--- config.mk ---
export PLATFORM = sky130hd
export DESIGN_NAME = pp_multi_parser
export DESIGN_NICKNAME = d
export VERILOG_FILES = /design/src/rtl/pp_multi_parser.sv
export SDC_FILE = /design/constraint.sdc
export NUM_CORES = 1
export LEC_CHECK = 0
export CORE_MARGIN = 4
export CORE_UTILIZATION = 44
export DETAILED_ROUTE_END_ITERATION = 10
export MAX_ROUTING_LAYER = met4
export PLACE_DENSITY = 0.81
export SYNTH_ARGS = -nofsm -noshare
export SYNTH_HDL_FRONTEND = slang
export SYNTH_SLANG_ARGS = --single-unit
--- constraint.sdc ---
create_clock -name clk -period 2.3 [get_ports clk]
set_input_delay 0.46 -clock clk [delete_from_list [all_inputs] [get_ports clk]]
set_output_delay 0.46 -clock clk [all_outputs]
set_load 0.03 [all_outputs]
--- src/rtl/pp_multi_parser.sv ---
// ---------------------------------------------------------------------------
// pp_multi_parser
//
// Multi-channel packet parser engine. Parse requests arrive as one-cycle
// start pulses on NUM_CH channels and are served one at a time through a
// round-robin arbiter. For each job the engine reads the packet header word,
// checks/corrects its 8-bit {pkt_type, byte_cnt} field with a SEC-DED code,
// streams the payload bytes through a CRC8, compares against the stored CRC
// byte and reports per-channel status with a one-cycle interrupt pulse.
//
// Header word layout:
//   [31:16] data  [15:13] sop  [12] parity  [11:8] pkt_type
//   [7:4] byte_cnt  [3:0] ecc check bits
// Payload of byte_cnt+1 bytes sits at hdr+2 onward, CRC byte right after it.
//
// Optional feature macro:
//   PP_ECC_WRITEBACK_EN - when defined, a corrected header is written back to
//   memory (one extra WB cycle per corrected job). When undefined, there is
//   no WB state and mem_we / mem_wdata are tied to zero.
//
// Parameters:
//   NUM_CH   - number of request channels (1..8)
//   ADDR_W   - memory address width
//   CRC_POLY - CRC8 polynomial (init 0, MSB-first, no reflection/final XOR)
//
// Ports:
//   clk               - clock, all logic on rising edge
//   reset             - asynchronous active-low reset
//   pp_start          - per-channel start pulse
//   pp_addr_hdr       - per-channel header address, sampled at grant
//   pp_irq            - per-channel one-cycle done pulse
//   pp_pkt_crc_err    - per-channel CRC mismatch status
//   pp_pkt_ecc_corr   - per-channel corrected header error status
//   pp_pkt_ecc_uncorr - per-channel uncorrectable header error status
//   pp_pkt_byte_cnt   - per-channel corrected byte_cnt field (4 bits each)
//   pp_busy           - engine is not idle
//   mem_addr          - registered memory address
//   mem_we            - byte write enables
//   mem_wdata         - write data
//   mem_rdata         - read data for the current mem_addr (same cycle)
// ---------------------------------------------------------------------------
module pp_multi_parser #(
  parameter int         NUM_CH   = 4,
  parameter int         ADDR_W   = 14,
  parameter logic [7:0] CRC_POLY = 8'h07
) (
  input  logic                     clk,
  input  logic                     reset,
  input  logic [NUM_CH-1:0]        pp_start,
  input  logic [NUM_CH*ADDR_W-1:0] pp_addr_hdr,
  output logic [NUM_CH-1:0]        pp_irq,
  output logic [NUM_CH-1:0]        pp_pkt_crc_err,
  output logic [NUM_CH-1:0]        pp_pkt_ecc_corr,
  output logic [NUM_CH-1:0]        pp_pkt_ecc_uncorr,
  output logic [NUM_CH*4-1:0]      pp_pkt_byte_cnt,
  output logic                     pp_busy,
  output logic [ADDR_W-1:0]        mem_addr,
  output logic [3:0]               mem_we,
  output logic [31:0]              mem_wdata,
  input  logic [31:0]              mem_rdata
);

  localparam int CH_W = (NUM_CH > 1) ? $clog2(NUM_CH) : 1;

  typedef enum logic [2:0] {
    S_IDLE = 3'd0,
    S_HDR  = 3'd1,
    S_PLD  = 3'd2,
    S_CRC  = 3'd3,
    S_DONE = 3'd4
`ifdef PP_ECC_WRITEBACK_EN
    , S_WB = 3'd5
`endif
  } state_e;

  // Expected check bits for a data byte; a stored word is consistent when
  // its ecc field equals this value.
  function automatic logic [3:0] eccBits(input logic [7:0] d);
    logic [3:0] e;
    e[0] = d[0] ^ d[1] ^ d[3] ^ d[4] ^ d[6];
    e[1] = d[0] ^ d[2] ^ d[3] ^ d[5] ^ d[6];
    e[2] = d[1] ^ d[2] ^ d[3] ^ d[7];
    e[3] = d[4] ^ d[5] ^ d[6] ^ d[7];
    return e;
  endfunction

  // Syndrome to single data-bit flip mask; zero when the syndrome does not
  // point at a data bit.
  function automatic logic [7:0] synToMask(input logic [3:0] s);
    logic [7:0] m;
    case (s)
      4'b0011: m = 8'h01;
      4'b0101: m = 8'h02;
      4'b0110: m = 8'h04;
      4'b0111: m = 8'h08;
      4'b1001: m = 8'h10;
      4'b1010: m = 8'h20;
      4'b1011: m = 8'h40;
      4'b1100: m = 8'h80;
      default: m = 8'h00;
    endcase
    return m;
  endfunction

  // One byte of CRC8, MSB-first.
  function automatic logic [7:0] crc8Step(input logic [7:0] crc, input logic [7:0] data);
    logic [7:0] c;
    c = crc ^ data;
    for (int b = 0; b < 8; b++) begin
      if (c[7]) c = {c[6:0], 1'b0} ^ CRC_POLY;
      else      c = {c[6:0], 1'b0};
    end
    return c;
  endfunction

  state_e state_q, state_d;

  logic [NUM_CH-1:0]   pending_q, pending_d;
  logic [CH_W-1:0]     ptr_q;
  logic [CH_W-1:0]     chSel_q;
  logic [ADDR_W-1:0]   hdrAddr_q;
  logic [ADDR_W-1:0]   memAddr_q;
  logic [3:0]          cnt_q;
  logic [7:0]          crc_q;
  logic [3:0]          jobBcnt_q;
  logic                jobCorr_q;
  logic [NUM_CH-1:0]   crcErr_q;
  logic [NUM_CH-1:0]   eccCorr_q;
  logic [NUM_CH-1:0]   eccUncorr_q;
  logic [NUM_CH*4-1:0] byteCnt_q;

  logic                grantValid;
  logic [CH_W-1:0]     grantCh;
  logic                grantFire;
  logic [ADDR_W-1:0]   grantHdr;
  logic [ADDR_W-1:0]   hdrPlus2;

  logic [7:0]          rawD;
  logic [3:0]          syn;
  logic                pm;
  logic [7:0]          flipMask;
  logic                synOneHot;
  logic [7:0]          fixedD;
  logic                decCorr;
  logic                decUncorr;

  // Round-robin search starting at ptr_q, wrapping modulo NUM_CH.
  always_comb begin
    int              idx;
    logic [CH_W-1:0] cand;
    grantValid = 1'b0;
    grantCh    = '0;
    idx        = 0;
    cand       = '0;
    for (int i = 0; i < NUM_CH; i++) begin
      idx = int'(ptr_q) + i;
      if (idx >= NUM_CH) idx = idx - NUM_CH;
      cand = CH_W'(idx);
      if (!grantValid && pending_q[cand]) begin
        grantValid = 1'b1;
        grantCh    = cand;
      end
    end
  end

  assign grantFire = (state_q == S_IDLE) && grantValid;
  assign grantHdr  = pp_addr_hdr[grantCh*ADDR_W +: ADDR_W];
  assign hdrPlus2  = hdrAddr_q + ADDR_W'(2);

  // A start on a channel that is pending or active simply re-arms the bit,
  // so a start landing on the grant or DONE cycle is served later.
  always_comb begin
    pending_d = pending_q;
    if (grantFire) pending_d[grantCh] = 1'b0;
    pending_d = pending_d | pp_start;
  end

  // Header SEC-DED decode on the word currently presented by memory.
  always_comb begin
    rawD      = mem_rdata[11:4];
    syn       = mem_rdata[3:0] ^ eccBits(rawD);
    pm        = mem_rdata[12] ^ (^rawD);
    flipMask  = synToMask(syn);
    synOneHot = (syn != 4'd0) && ((syn & (syn - 4'd1)) == 4'd0);
    fixedD    = rawD;
    decCorr   = 1'b0;
    decUncorr = 1'b0;
    if (syn == 4'd0) begin
      decCorr = pm;
    end else if (pm && (flipMask != 8'h00)) begin
      decCorr = 1'b1;
      fixedD  = rawD ^ flipMask;
    end else if (!pm && synOneHot) begin
      decCorr = 1'b1;
    end else begin
      decUncorr = 1'b1;
    end
  end

  // FSM state register.
  always_ff @(posedge clk or negedge reset) begin
    if (!reset) state_q <= S_IDLE;
    else        state_q <= state_d;
  end

  // FSM next-state logic.
  always_comb begin
    state_d = state_q;
    case (state_q)
      S_IDLE: if (grantValid) state_d = S_HDR;
      S_HDR: begin
        if (decUncorr) state_d = S_DONE;
`ifdef PP_ECC_WRITEBACK_EN
        else if (decCorr) state_d = S_WB;
`endif
        else state_d = S_PLD;
      end
`ifdef PP_ECC_WRITEBACK_EN
      S_WB:   state_d = S_PLD;
`endif
      S_PLD:  if (cnt_q == jobBcnt_q) state_d = S_CRC;
      S_CRC:  state_d = S_DONE;
      S_DONE: state_d = S_IDLE;
      default: state_d = S_IDLE;
    endcase
  end

  // FSM outputs; decoded from state so reset clears them asynchronously.
  always_comb begin
    pp_irq  = '0;
    pp_busy = (state_q != S_IDLE);
    mem_we  = 4'b0000;
    case (state_q)
      S_DONE: pp_irq[chSel_q] = 1'b1;
`ifdef PP_ECC_WRITEBACK_EN
      S_WB:   mem_we = 4'b1111;
`endif
      default: ;
    endcase
  end

`ifdef PP_ECC_WRITEBACK_EN
  logic [31:0] wdata_q;
`else
  logic unusedRdata;
  assign unusedRdata = ^mem_rdata[31:13];
`endif

  // Job datapath: arbitration bookkeeping, address walk, CRC and status.
  always_ff @(posedge clk or negedge reset) begin
    if (!reset) begin
      pending_q   <= '0;
      ptr_q       <= '0;
      chSel_q     <= '0;
      hdrAddr_q   <= '0;
      memAddr_q   <= '0;
      cnt_q       <= '0;
      crc_q       <= '0;
      jobBcnt_q   <= '0;
      jobCorr_q   <= 1'b0;
      crcErr_q    <= '0;
      eccCorr_q   <= '0;
      eccUncorr_q <= '0;
      byteCnt_q   <= '0;
`ifdef PP_ECC_WRITEBACK_EN
      wdata_q     <= '0;
`endif
    end else begin
      pending_q <= pending_d;
      case (state_q)
        S_IDLE: begin
          if (grantValid) begin
            chSel_q   <= grantCh;
            hdrAddr_q <= grantHdr;
            memAddr_q <= grantHdr;
            if (grantCh == CH_W'(NUM_CH - 1)) ptr_q <= '0;
            else                              ptr_q <= grantCh + 1'b1;
            crcErr_q[grantCh]              <= 1'b0;
            eccCorr_q[grantCh]             <= 1'b0;
            eccUncorr_q[grantCh]           <= 1'b0;
            byteCnt_q[grantCh*4 +: 4]      <= 4'd0;
          end
        end
        S_HDR: begin
          jobBcnt_q <= fixedD[3:0];
          jobCorr_q <= decCorr;
          crc_q     <= 8'h00;
          cnt_q     <= 4'd0;
          if (decUncorr) begin
            eccUncorr_q[chSel_q] <= 1'b1;
`ifdef PP_ECC_WRITEBACK_EN
          end else if (decCorr) begin
            // Keep the upper fields, rebuild parity/data/ecc from corrected d.
            wdata_q <= {mem_rdata[31:13], ^fixedD, fixedD, eccBits(fixedD)};
`endif
          end else begin
            memAddr_q <= hdrPlus2;
          end
        end
`ifdef PP_ECC_WRITEBACK_EN
        S_WB: begin
          memAddr_q <= hdrPlus2;
        end
`endif
        S_PLD: begin
          crc_q     <= crc8Step(crc_q, mem_rdata[7:0]);
          cnt_q     <= cnt_q + 4'd1;
          memAddr_q <= memAddr_q + ADDR_W'(1);
        end
        S_CRC: begin
          crcErr_q[chSel_q]          <= (mem_rdata[7:0] != crc_q);
          eccCorr_q[chSel_q]         <= jobCorr_q;
          byteCnt_q[chSel_q*4 +: 4]  <= jobBcnt_q;
        end
        default: ;
      endcase
    end
  end

  assign mem_addr          = memAddr_q;
  assign pp_pkt_crc_err    = crcErr_q;
  assign pp_pkt_ecc_corr   = eccCorr_q;
  assign pp_pkt_ecc_uncorr = eccUncorr_q;
  assign pp_pkt_byte_cnt   = byteCnt_q;

`ifdef PP_ECC_WRITEBACK_EN
  assign mem_wdata = wdata_q;
`else
  assign mem_wdata = 32'h0000_0000;
`endif

endmodule

==> flow_metrics.env, run 1 <==
export IMPL_clockBufferDepth=2
export IMPL_reg2reg_from="pending_q[0]$_DFF_PN0_"
export IMPL_fillers=977
export IMPL_violations="setup timing"
export IMPL_p_per_area_mw_per_mm2=1450
export IMPL_grt_pass1_wl_microns=25800
export IMPL_synthTopCellsByCount="nand2_1 (88), dfrtp_1 (84), o21ai_0 (71), xnor2_1 (44), buf_4 (36)"
export IMPL_crit_type="input pin to flip-flop"
export IMPL_grt_pass1_vias=5107
export IMPL_max_stage_delay_ns=0.44
export IMPL_status="complete, but fails checks"
export IMPL_placed_area_sq_mm=0.00775
export IMPL_die_area_sq_mm=0.0153
export IMPL_rsz0062_at_grt="true"
export IMPL_viasPerCell=5.31
export IMPL_core_sq_mm=0.0132
export IMPL_met3_usage_pct=3.27
export IMPL_yosysSeqAreaShare_pct=35.6
export IMPL_grt_max_degree=37
export IMPL_top_usage_layer="met2"
export IMPL_peakVddDrop_uv=613
export IMPL_required_ns=2.53
export IMPL_htree_num_levels=3
export IMPL_endpoint_kind="flip-flop"
export IMPL_drc=0
export IMPL_synth_edff_count=0
export IMPL_numPortBuffers=121
export IMPL_gp_congestion=0.897
export IMPL_r2r_cells=9
export IMPL_synth_flop_cell="dfrtp_1"
export IMPL_vias=5317
export IMPL_cp_max_fo=7
export IMPL_syn_instance_count=618
export IMPL_min_period_over_period_pct=106
export IMPL_ys_seq_elements=84
export IMPL_grt_overflow_total=0
export IMPL_path_cells="buf_2, buf_6, xnor2_4, xnor2_4, nor2_4, a221o_1, o311ai_2, a311o_2, o21bai_4, clkbuf_16, mux2_4"
export IMPL_p_switching_mw=5.39
export IMPL_r2r_slack_ns=-0.11
export IMPL_fin_skew_ns=0.00652
export IMPL_synth_area_per_cell_sq_um=9.56
export IMPL_p_sw_share_pct=43.8
export IMPL_clkPwrFrac_pct=12.3
export IMPL_antenna_left=0
export IMPL_p_int_mw=6.93
export IMPL_fin_cells=1002
export IMPL_cpMaxStageDelayCell="a311o_2"
export IMPL_finalHoldViolCount=0
export IMPL_io_pin_count=177
export IMPL_final_setup_viol_count=15
export IMPL_design_area_sq_mm=0.00851
export IMPL_worstSkewPairLatency_ns=0.34
export IMPL_antenna_found_initial=0
export IMPL_final_max_slew_viol_count=0
export IMPL_worst_slack_ns=-0.139
export IMPL_ys_top_cells_by_area="dfrtp_1 (36%), xnor2_1 (6.5%), o21ai_0 (6.0%)"
export IMPL_yosys_warnings=0
export IMPL_async_flop_share_pct=100
export IMPL_synth_top_cell_by_area="dfrtp_1"
export IMPL_die_h_microns=124
export IMPL_layout_drive_gt1_share_pct=25.9
export IMPL_first_pass_iters=5
export IMPL_cts_root_buf="clkbuf_16"
export IMPL_regToRegEndpoint="mem_addr[1]$_DFFE_PN0P_"
export IMPL_wl_per_cell_microns=16.8
export IMPL_grt_use_met2_pct=34.8
export IMPL_clk_pin_slew_ns=0.07
export IMPL_initial_core_util_pct=44.8
export IMPL_gr_usage_met1_pct=29.2
export IMPL_combinationalPowerShare_pct=65.5
export IMPL_cpMostUsedCell="xnor2_4"
export IMPL_start_kind="input pin"
export IMPL_cts_tree="yes"
export IMPL_synth_distinct_cells=58
export IMPL_area_delta_synth_final_pct=44.0
export IMPL_cellLeakagePower_nw=3.80
export IMPL_syn_area_sq_mm=0.00591
export IMPL_gr_usage_all_layers_pct=21.9
export IMPL_p_seq_share_pct=22.3
export IMPL_fmaxAchievable_ghz=0.410
export IMPL_final_nets=937
export IMPL_place_hpwl_microns=12100
export IMPL_antenna_cells=0
export IMPL_cts_sinks=84
export IMPL_numCtsBuffers=9
export IMPL_synth_most_common_cell="nand2_1"
export IMPL_die_w_microns=124
export IMPL_synth_top_area_share_pct=35.6
export IMPL_routed_wirelength_microns=16800
export IMPL_worst_pin_slew_ns=0.669
export IMPL_timing_final_crit_period_ns=2.44
export IMPL_drt_initial_drc_count=429
export IMPL_place_inst=968
export IMPL_cap_violations=0
export IMPL_relSlewSlack_pct=55.4
export IMPL_rows=42
export IMPL_hold_path_class="input pin to async pin"
export IMPL_arrival_ns=2.67
[sequential cells by signal, summed over array words and instances (netlist names)]
name / count
state_q: 3
hdrAddr_q: 14
pp_pkt_ecc_corr: 4
jobCorr_q: 1
crc_q: 8
pending_q: 4
chSel_q: 2
ptr_q: 2
jobBcnt_q: 4
pp_pkt_crc_err: 4
pp_pkt_ecc_uncorr: 4
mem_addr: 14
pp_pkt_byte_cnt: 16
cnt_q: 4
[worst max-delay path: cells and delay by family]
family / cells / cell delay [ns]
AO/OA/AOI/OAI: 4 / 0.94
XOR/XNOR: 2 / 0.37
buffers and inverters: 3 / 0.45
multiplexers: 1 / 0.29
AND/OR/NAND/NOR: 1 / 0.17
[logic make-up (layout without fill, tap and decap cells)]
family / count (synthesis) / in the layout / share of synthesized area [%]
compound gates: 153 / 153 / 17.2
flops: 84 / 84 / 35.6
simple gates: 166 / 166 / 13.3
other cells: 1 / 36 / 0.0635
mux: 43 / 43 / 8.26
fa+ha+maj: 22 / 22 / 4.66
buf+inv: 76 / 249 / 8.43
xor+xnor: 73 / 73 / 12.6
[area by class of cell]
class	instances	area, sq um	share of cell area (%)
well taps	176	220	2.59
clock inverters	7	81.3	0.956
multi-input cells	493	3780	44.5
inverters	10	40.0	0.471
flip-flops and latches	84	2100	24.7
repair buffers	223	2060	24.2
clock buffers	9	225	2.65
[cell usage in the layout (no fill, tap or decap), types with 11 or more instances in the layout]
| cell | netlist | final |
|---|---|---|
| dfrtp_1 | 84 | 84 |
| nand3_1 | 12 | 12 |
| o21ai_1 | 0 | 18 |
| buf_4 | 36 | 87 |
| clkbuf_16 | 0 | 11 |
| mux2_2 | 18 | 14 |
| nand2_1 | 88 | 87 |
| xnor2_1 | 44 | 37 |
| a22oi_1 | 15 | 12 |
| nor2_1 | 15 | 14 |
| a22o_1 | 25 | 25 |
| o21ai_0 | 71 | 48 |
| clkdlybuf4s50_1 | 0 | 103 |
| xnor2_4 | 1 | 12 |
| mux2_4 | 7 | 11 |
| conb_1 | 1 | 36 |
| xor2_1 | 19 | 15 |
| mux2i_1 | 18 | 18 |
| ha_1 | 22 | 20 |
[routing by layer]
layer | vias up | routed length (microns)
met5 | - | 0
met4 | 0 | 301
met3 | 26 | 1060
met2 | 197 | 8290
met1 | 2552 | 7140
li1 | 2542 | -
[power by group through the flow]
stage                     sequential (mW)  combinational, mW  clock (mW)
after global placement               2.71               6.83           0
after detailed placement             2.72               7.00           0
final                                2.74               8.06        1.51
after floorplan                      3.05               4.07           0
after global routing                 2.82               8.70        1.60
after CTS                            2.71               7.81        1.51
[repair_timing]
action	in CTS	in global routing
resized for setup	88	59
hold buffers	0	0
gates cloned	3	1
setup endpoints to repair	34	39
pin swaps	17	25
setup buffers	14	5
[how the worst max path moves through the flow]
stage                              from                        to  cells past startpoint
after floorplan            mem_rdata[6]  mem_addr[10]$_DFFE_PN0P_                      9
after global placement     mem_rdata[2]   mem_addr[3]$_DFFE_PN0P_                     10
after detailed placement   mem_rdata[2]   mem_addr[0]$_DFFE_PN0P_                     10
after CTS                 mem_rdata[10]  mem_addr[10]$_DFFE_PN0P_                     12
after global routing      mem_rdata[10]   mem_addr[8]$_DFFE_PN0P_                     11
final                      mem_rdata[6]   mem_addr[5]$_DFFE_PN0P_                     11
[metrics by stage]
step / setup TNS, ns / power [mW] / worst slack, ns / hold WS (ns) / utilization [%]
global route: -2.71 / 13.1 / -0.198 / 0.113 / 64.5
detailed placement: -20.14 / 9.72 / -0.866 / 0.463 / 58.7
finish: -1.66 / 12.3 / -0.139 / 0.0830 / 64.5
global placement: -19.05 / 9.54 / -0.815 / 0.449 / 58.7
CTS: -1.76 / 12.0 / -0.140 / 0.101 / 63.6
floorplan: -2.81 / 7.12 / -0.254 / 0.164 / -
(Power assumes the default switching activity.)
==> run 2: changes to the inputs <==
GPL_TIMING_DRIVEN = 0   (was not set)
==> flow_metrics.env, run 2 (synthesized netlist as in run 1, its figures left out) <==
export IMPL_required_ns=2.52
export IMPL_vias=5332
export IMPL_hold_buffers=0
export IMPL_fin_cells=993
export IMPL_antenna_cells=0
export IMPL_drc=0
export IMPL_final_setup_viol_count=14
export IMPL_worst_slack_ns=-0.145
export IMPL_wl_per_cell_microns=16.9
export IMPL_finalHoldViolCount=0
export IMPL_design_area_sq_mm=0.00854
export IMPL_mostFrequentLayoutCell="clkdlybuf4s50_1"
export IMPL_fmaxAchievable_ghz=0.409
export IMPL_start_kind="input pin"
export IMPL_rows=42
export IMPL_gp_congestion=0.892
export IMPL_largest_reg_flops=16
export IMPL_p_per_area_mw_per_mm2=1400
export IMPL_htree_num_levels=3
export IMPL_hold_path_class="input pin to async pin"
export IMPL_crit_type="input pin to flip-flop"
export IMPL_regToRegEndpoint="mem_addr[13]$_DFFE_PN0P_"
export IMPL_arrival_ns=2.67
export IMPL_cts_tree="yes"
export IMPL_clockBufferDepth=2
export IMPL_fin_hold_ws_ns=0.0436
export IMPL_timing_final_crit_period_ns=2.44
export IMPL_area_delta_synth_final_pct=44.6
export IMPL_clk_pin_slew_ns=0.06
export IMPL_placed_area_sq_mm=0.00751
export IMPL_place_hpwl_microns=11900
export IMPL_gr_usage_all_layers_pct=21.8
export IMPL_min_period_over_period_pct=106
export IMPL_reg2reg_from="pending_q[0]$_DFF_PN0_"
export IMPL_first_pass_iters=6
export IMPL_layout_drive_gt1_share_pct=25.3
export IMPL_place_inst=947
export IMPL_cellLeakagePower_nw=3.78
export IMPL_initial_core_util_pct=44.8
export IMPL_r2r_slack_ns=-0.08
export IMPL_cap_violations=0
export IMPL_grt_max_degree=60
export IMPL_cts_root_buf="clkbuf_16"
export IMPL_rsz0062_at_grt="true"
export IMPL_fin_tns_setup_ns=-1.47
export IMPL_place_ws_ns=-1.06
export IMPL_die_h_microns=124
export IMPL_viasPerCell=5.37
export IMPL_final_cell_mix="clkdlybuf4s50_1 (103), nand2_1 (87), dfrtp_1 (84)"
export IMPL_final_nets=928
export IMPL_status="complete, but fails checks"
export IMPL_grt_overflow_total=0
export IMPL_relSlewSlack_pct=52.4
export IMPL_die_area_sq_mm=0.0153
export IMPL_numPortBuffers=117
export IMPL_die_w_microns=124
export IMPL_peakVddDrop_uv=662
export IMPL_routed_wirelength_microns=16800
export IMPL_drt_initial_drc_count=442
export IMPL_endpoint_kind="flip-flop"
export IMPL_grt_pass1_vias=5024
export IMPL_antenna_left=0
export IMPL_antenna_found_initial=0
export IMPL_worstSkewPairLatency_ns=0.34
export IMPL_fin_skew_ns=0.00596
export IMPL_grt_pass1_wl_microns=25700
export IMPL_worst_pin_slew_ns=0.707
export IMPL_cp_max_fo=5
export IMPL_violations="setup timing"
export IMPL_io_pin_count=177
export IMPL_r2r_cells=9
export IMPL_cts_sinks=84
export IMPL_numCtsBuffers=9
export IMPL_core_sq_mm=0.0132
export IMPL_final_max_slew_viol_count=0
==> run 2: cell count changes in the layout (fill, tap and decap cells not counted), moves of 5 or more <==
cell | previous run | this run
buf_4 | 87 | 64
clkbuf_1 | 0 | 11
o21ai_1 | 18 | 10
clkbuf_8 | 0 | 5
o21ai_4 | 0 | 5
==> run 2: stage by stage <==
stage          util, %  power (mW)
5_1_grt           64.8        12.7
6_report          64.8        12.0
3_3_place_gp      56.8        8.87
2_1_floorplan        -        7.12
4_1_cts           63.3        11.7
3_5_place_dp      57.0        9.02
==> run 2: area by class of cell <==
class	instances	area [sq um]
buffer	65	531
clock buffer	12	256
clock inverter	4	47.5
fill	975	4650
inverter	10	37.5
multi-input combinational	493	3880
sequential	84	2100
tap	176	220
timing repair buffer	149	1470
==> run 2: how the worst max path moves through the flow <==
stage                                            to    startpoint
finish                      mem_addr[8]$_DFFE_PN0P_  mem_rdata[2]
global route                mem_addr[8]$_DFFE_PN0P_  mem_rdata[8]
CTS                         mem_addr[8]$_DFFE_PN0P_  mem_rdata[7]
detailed placement          mem_addr[8]$_DFFE_PN0P_  mem_rdata[2]
global placement    pp_pkt_byte_cnt[11]$_DFFE_PN0P_         reset
floorplan                  mem_addr[10]$_DFFE_PN0P_  mem_rdata[6]
==> run 2: what timing repair did <==
action                     in CTS  in global routing
setup buffers                  24                  8
pin swaps                      16                 25
cloned                          2                  0
gates resized for setup       130                 64
setup endpoints to repair      70                 75
==> run 2: critical path, stage by stage <==
cell,delay (ns)
buf_4,0.11
xnor3_2,0.45
buf_4,0.15
buf_4,0.13
xor2_2,0.23
a31oi_1,0.07
a311o_2,0.38
o21bai_4,0.20
buf_6,0.17
mux2_4,0.31
==> run 2: layer usage <==
| metal | global-route usage [%] | routed length, microns |
|---|---|---|
| met4 | 6.99 | 382 |
| met3 | 3.59 | 939 |
| met2 | 33.9 | 8160 |
| met1 | 29.2 | 7340 |
| met5 | - | 0 |
==> run 2: power breakdown <==
group | switching (mW) | internal, mW | total, mW
Clock | 0.572 | 0.897 | 1.47
Sequential | 0.699 | 2.08 | 2.78
Combinational | 4.09 | 3.62 | 7.71
Total | 5.36 | 6.60 | 12.0
